File: config.mk
export PLATFORM = sky130hd
export DESIGN_NAME = sync_fifo_gen
export DESIGN_NICKNAME = d
export VERILOG_FILES = /design/src/rtl/fifo_pkg.sv /design/src/rtl/fifo_ram.sv /design/src/rtl/sync_fifo_gen.sv
export SDC_FILE = /design/constraint.sdc
export NUM_CORES = 1
export LEC_CHECK = 0
export BUFFER_PORTS_ARGS = -buffer_cell sky130_fd_sc_hd__buf_2
export CORE_ASPECT_RATIO = 0.75
export CORE_MARGIN = 5
export CORE_UTILIZATION = 40
export DETAILED_ROUTE_END_ITERATION = 16
export GPL_TIMING_DRIVEN = 0
export PLACE_DENSITY = 0.59
export SYNTH_ARGS = -nofsm -noshare
export SYNTH_HDL_FRONTEND = slang
export SYNTH_HIERARCHICAL = 1
export SYNTH_SLANG_ARGS = --single-unit
export TNS_END_PERCENT = 10
File: constraint.sdc
create_clock -name clk -period 3.7 [get_ports clk]
set_input_delay 0.185 -clock clk [delete_from_list [all_inputs] [get_ports clk]]
set_output_delay 0.185 -clock clk [all_outputs]
set_load 0.02 [all_outputs]
File: src/rtl/fifo_pkg.sv
`default_nettype none
// ============================================================================
// Module      : fifo_pkg
// Description : Shared constants and helper function for the generic FIFO.
// Revision    : 1.0 - initial release
// ============================================================================
package fifo_pkg;

    localparam int C_DEFAULT_WORD_SIZE = 22;

    localparam int MODE_REG  = 0;
    localparam int MODE_FWFT = 1;

    // Bits needed to encode values 0..value-1 (0 for value <= 1).
    function automatic int clog2(input int value);
        int result;
        int remain;
        result = 0;
        remain = value - 1;
        while (remain > 0) begin
            result = result + 1;
            remain = remain >> 1;
        end
        return result;
    endfunction

endpackage
`default_nettype wire

File: src/rtl/fifo_ram.sv
`default_nettype none
// ============================================================================
// Module      : fifo_ram
// Description : DEPTH x WORD_SIZE storage, synchronous write, asynchronous read.
// Revision    : 1.0 - initial release
// ============================================================================
module fifo_ram
    import fifo_pkg::*;
#(
    parameter int WORD_SIZE = C_DEFAULT_WORD_SIZE,
    parameter int DEPTH     = 20,
    parameter int AW        = clog2(DEPTH)
) (
    input  logic                 clk,
    input  logic                 write_enable,
    input  logic [AW-1:0]        write_addr,
    input  logic [WORD_SIZE-1:0] write_data,
    input  logic [AW-1:0]        read_addr,
    output logic [WORD_SIZE-1:0] read_data
);

    logic [WORD_SIZE-1:0] r_mem [DEPTH];

    always_ff @(posedge clk) begin
        if (write_enable) begin
            r_mem[write_addr] <= write_data;
        end
    end

    assign read_data = r_mem[read_addr];

endmodule
`default_nettype wire

File: src/rtl/sync_fifo_gen.sv
`default_nettype none
// ============================================================================
// Module      : sync_fifo_gen
// Description : Parametrised synchronous FIFO, registered or FWFT read data.
// Revision    : 1.0 - initial release
// ============================================================================
module sync_fifo_gen
    import fifo_pkg::*;
#(
    parameter int WORD_SIZE = C_DEFAULT_WORD_SIZE,
    parameter int DEPTH     = 20,
    parameter int FWFT      = MODE_REG,
    parameter int AF_MARGIN = 2,
    parameter int AE_MARGIN = 2,
    parameter int CW        = clog2(DEPTH + 1)
) (
    input  logic                 clk,
    input  logic                 reset,
    input  logic                 write_enable,
    input  logic                 read_enable,
    input  logic                 flush,
    input  logic                 clear_errors,
    input  logic [WORD_SIZE-1:0] data_in,
    output logic [WORD_SIZE-1:0] data_out,
    output logic                 empty_signal,
    output logic                 full_signal,
    output logic                 almost_empty,
    output logic                 almost_full,
    output logic [CW-1:0]        count,
    output logic                 overflow,
    output logic                 underflow
);

    localparam int             c_AW       = clog2(DEPTH);
    localparam logic [c_AW-1:0] c_LAST_PTR = c_AW'(DEPTH - 1);
    localparam int             c_AF_LEVEL = DEPTH - AF_MARGIN;
    localparam logic           c_AF_RESET = (AF_MARGIN >= DEPTH);

    logic [c_AW-1:0]      r_head;
    logic [c_AW-1:0]      r_tail;
    logic [CW-1:0]        r_count;
    logic                 r_empty;
    logic                 r_full;
    logic                 r_almost_empty;
    logic                 r_almost_full;
    logic                 r_overflow;
    logic                 r_underflow;
    logic [WORD_SIZE-1:0] r_data_out;

    logic                 w_rd_ok;
    logic                 w_wr_ok;
    logic                 w_push;
    logic                 w_pop;
    logic [c_AW-1:0]      w_head_next;
    logic [c_AW-1:0]      w_tail_next;
    logic [CW-1:0]        w_count_next;
    logic [WORD_SIZE-1:0] w_ram_rdata;

    function automatic logic [c_AW-1:0] next_ptr(input logic [c_AW-1:0] ptr);
        return (ptr == c_LAST_PTR) ? '0 : ptr + c_AW'(1);
    endfunction

    // Full-with-read is accepted as a pass-through; flush suppresses both sides.
    assign w_rd_ok = read_enable & ~r_empty;
    assign w_wr_ok = write_enable & (~r_full | w_rd_ok);
    assign w_push  = w_wr_ok & ~flush;
    assign w_pop   = w_rd_ok & ~flush;

    always_comb begin
        w_head_next  = r_head;
        w_tail_next  = r_tail;
        w_count_next = r_count;
        if (flush) begin
            w_head_next  = '0;
            w_tail_next  = '0;
            w_count_next = '0;
        end else begin
            if (w_push) begin
                w_head_next = next_ptr(r_head);
            end
            if (w_pop) begin
                w_tail_next = next_ptr(r_tail);
            end
            if (w_push && !w_pop) begin
                w_count_next = r_count + CW'(1);
            end else if (w_pop && !w_push) begin
                w_count_next = r_count - CW'(1);
            end
        end
    end

    always_ff @(posedge clk or negedge reset) begin
        if (!reset) begin
            r_head         <= '0;
            r_tail         <= '0;
            r_count        <= '0;
            r_empty        <= 1'b1;
            r_full         <= 1'b0;
            r_almost_empty <= 1'b1;
            r_almost_full  <= c_AF_RESET;
            r_overflow     <= 1'b0;
            r_underflow    <= 1'b0;
            r_data_out     <= '0;
        end else begin
            r_head         <= w_head_next;
            r_tail         <= w_tail_next;
            r_count        <= w_count_next;
            r_empty        <= (w_count_next == '0);
            r_full         <= (w_count_next == CW'(DEPTH));
            r_almost_empty <= (int'(w_count_next) <= AE_MARGIN);
            r_almost_full  <= (int'(w_count_next) >= c_AF_LEVEL);
            r_overflow     <= (write_enable & ~w_wr_ok & ~flush) | (r_overflow & ~clear_errors);
            r_underflow    <= (read_enable & r_empty & ~flush) | (r_underflow & ~clear_errors);
            if ((FWFT == MODE_REG) && w_pop) begin
                r_data_out <= w_ram_rdata;
            end
        end
    end

    fifo_ram #(
        .WORD_SIZE (WORD_SIZE),
        .DEPTH     (DEPTH),
        .AW        (c_AW)
    ) u_fifo_ram (
        .clk          (clk),
        .write_enable (w_push),
        .write_addr   (r_head),
        .write_data   (data_in),
        .read_addr    (r_tail),
        .read_data    (w_ram_rdata)
    );

    generate
        if (FWFT == MODE_FWFT) begin : g_fwft
            assign data_out = r_empty ? '0 : w_ram_rdata;
        end else begin : g_reg
            assign data_out = r_data_out;
        end
    endgenerate

    assign empty_signal = r_empty;
    assign full_signal  = r_full;
    assign almost_empty = r_almost_empty;
    assign almost_full  = r_almost_full;
    assign count        = r_count;
    assign overflow     = r_overflow;
    assign underflow    = r_underflow;

endmodule
`default_nettype wire
==> flow_summary_export.csv <==
group,metric,value,unit
run_status,status,"finished, final reports clean",
sta,hold_viol_final,0,
synthesis,async_flop_share,0.08903,
floorplan,rows,69,
clock_tree,htree_levels,2,
cells_and_area,multi_input_area,0.004523,mm^2
synthesis,syn_avg_cell_area,17.10,um^2
route,drt_iter0_markers,880,
floorplan,dieArea,0.05200,mm^2
global_route,grt-ovfl-total,0,
power,p_leak,7.234,nW
synthesis,synth_cell_types,57,
floorplan,core_area,0.04714,mm^2
power,fin_total_pwr,12.57,mW
synthesis,synth_seq_cells,483,
power,pwr_density_cell,577.4,mW/mm^2
cells_and_area,drive_above_1_share,0.2046,
worst_setup_path,criticalPathCategory,"register to register",
cells_and_area,area_growth,14.55,%
clock_tree,ctsResizeCount,0,
clock_tree,cts_buffer_depth,3,
hold_path,min_path_type,"primary input to register",
sta,worst_pin_slew,988.3,ps
synthesis,synth.top_cell.area_share,0.6954,
cells_and_area,nets,1261,
synthesis,synth_area_leaders,"edfxtp_1, mux2i_1, dfrtp_1",
cells_and_area,ff_latch_area,0.01429,mm^2
worst_setup_path,cp_max_fo,10,
place,dp.cells,1816,
floorplan,pin_count,61,
route,num_vias,10210,
synthesis,synth_area_leader_cell,"edfxtp_1",
sta,finClkSkew,15.32,ps
synthesis,yosysWarningCount,6,
place,dp_slack,529.8,ps
synthesis,synth_area,0.01900,mm^2
cells_and_area,nFillCells,4111,
flow_run,maxCapViolCount,0,
power,ir_drop,0.0003284,V
clock_tree,clock_sinks,483,
worst_setup_path,crit_arrival,3760,ps
route,ant_nets,0,
worst_setup_path,crit_required,4150,ps
synthesis,yosysMostFrequentCell,"edfxtp_1",
place,post_dp_cell_area,0.02031,mm^2
route,drcViolationCount,0,
global_route,grt_pass1_wl,66.47,mm
global_route,grtUsageTotal,0.1716,
synthesis,ys_seq_area_frac,0.7522,
sta,period_minus_slack,3307,ps
place,port_buffers,60,
global_route,grt_max_degree,44,
clock_tree,cts_made_buffers,47,
place,gp_congestion,0.7989,
sta,min_period_over_period,0.8939,
cells_and_area,fin_cells,1906,
worst_setup_path,end_kind,"register",
cells_and_area,fin_util,0.4617,
synthesis,synthTopCellsByCount,"edfxtp_1, nand2_1, mux2i_1, o22ai_1, mux2_2",
global_route,antenna_found_initial,2,
synthesis,synth-edff-count,440,
synthesis,syn-instance-count,1111,
sta,fmax,302.4,MHz
synthesis,syn_nets,1143,
route,wl_per_cell,23.45,um
global_route,grt_pass1_vias,10370,
route,vias_per_cell,5.355,
floorplan,die-width,261.7,um
sta,drv_slew,0,
sta,relSlewSlack,0.3412,
route,drtPass1Iterations,5,
cells_and_area,design_area,0.02176,mm^2
sta,setup_slack,392.7,ps
place,place_hpwl,28.24,mm
sta,rsz0062_at_grt,"false",
floorplan,dieHeight,198.7,um
floorplan,start_util,0.4031,
synthesis,synth-main-ff-cell,"edfxtp_1",
clock_tree,cts_tree,"yes",
route,wirelength,44.69,mm
sta,final-setup-viol-count,0,
worst_setup_path,critPathLaunchType,"register",
clock_tree,clkLatencyLatePin,560,ps
clock_tree,cts_root_buf,"clkbuf_16",
clock_tree,cts.reportedPaths.clkPinSlew,60,ps
-- cell families (layout without fill, tap and decap cells) --
family | Yosys count | after routing | share of synthesized area
other | 0 | 1 | 0
buffers and inverters | 61 | 216 | 0.01607
adders and majority gates | 4 | 4 | 0.002634
AOI/OAI and AO/OA | 164 | 164 | 0.05947
DFF | 483 | 483 | 0.7522
muxes | 181 | 181 | 0.1137
and+or+nand+nor | 215 | 215 | 0.05453
xor gates and xnor gates | 3 | 3 | 0.001383
-- critical path, cell delays in order (launching register included) --
cell and delay [ps]:
dfrtp_1 550, buf_2 310, clkbuf_1 670, mux4_2 430, a211oi_1 820, o31ai_1 170
nand2_1 170, nand2_1 60
-- through the flow --
step	setup TNS [ps]	hold slack [ps]
2_1_floorplan	0	-110.6
4_1_cts	0	2.104
6_report	0	28.99
5_1_grt	0	28.09
3_5_place_dp	0	412.7
3_3_place_gp	-36180	397.3
-- layout make-up --
type,count,share of cell area
flip-flops and latches,483,0.6566
multi-input cells,567,0.2078
clock buffers,64,0.05887
well taps,639,0.03673
repair buffers,69,0.01932
plain buffers,54,0.01282
clock inverters,22,0.006496
inverters,7,0.001207
diodes,1,0.0001150
-- placed cells by master (no fill, tap or decap), types with 6 or more instances in the layout --
master,Yosys,routed
edfxtp_1,440,440
nor2b_1,24,24
mux2_2,46,46
mux4_2,23,23
buf_8,0,6
clkbuf_1,25,39
nor2_2,0,6
inv_1,7,7
a211oi_1,45,45
nand2b_1,7,7
mux2i_1,111,111
nor2_4,0,14
clkinv_1,0,10
buf_4,6,6
nand2_1,119,119
o31ai_1,21,21
clkbuf_16,0,48
o22ai_1,66,66
o21ai_0,8,8
a21oi_1,6,6
clkinv_2,0,8
nor2_1,29,9
dfrtp_1,41,41
buf_2,19,79
-- per-layer routing --
metal	global-route usage	wire length, um	up-vias
met2	0.2568	19440	301
met4	0.03774	800	4
met3	0.03858	3623	61
met1	0.2594	20800	5232
met5	0	27	-
li1	-	-	4609
-- timing repair --
action                    CTS  global route
setup buffers               0             0
hold buffers                3             0
hold endpoints to repair   43             0
-- power breakdown --
group          internal, mW  switching [mW]
registers              6.14           0.116
clock network          2.49            1.96
logic                 0.729            1.13
-- state kept, by name, summed over array words and instances (netlist names) --
name              flops
r_tail                5
full_signal           1
almost_empty          1
overflow              1
count                 5
data_out             22
almost_full           1
underflow             1
u_fifo_ram/r_mem    440
empty_signal          1
r_head                5
-- worst paths after layout --
check                      slack [ps]         from  cells past startpoint           end
max                               390    r_tail[1]                      7  data_out[11]
min                                30        flush                      4   data_out[7]
max reg2reg                       390    r_tail[1]                      7  data_out[11]
min reg2reg                       470  data_out[7]                      2   data_out[7]
max in group asynchronous        2750        reset                      2   data_out[5]
min in group asynchronous         320        reset                      2      count[4]
No activity file was read; power rests on OpenSTA's default activity.
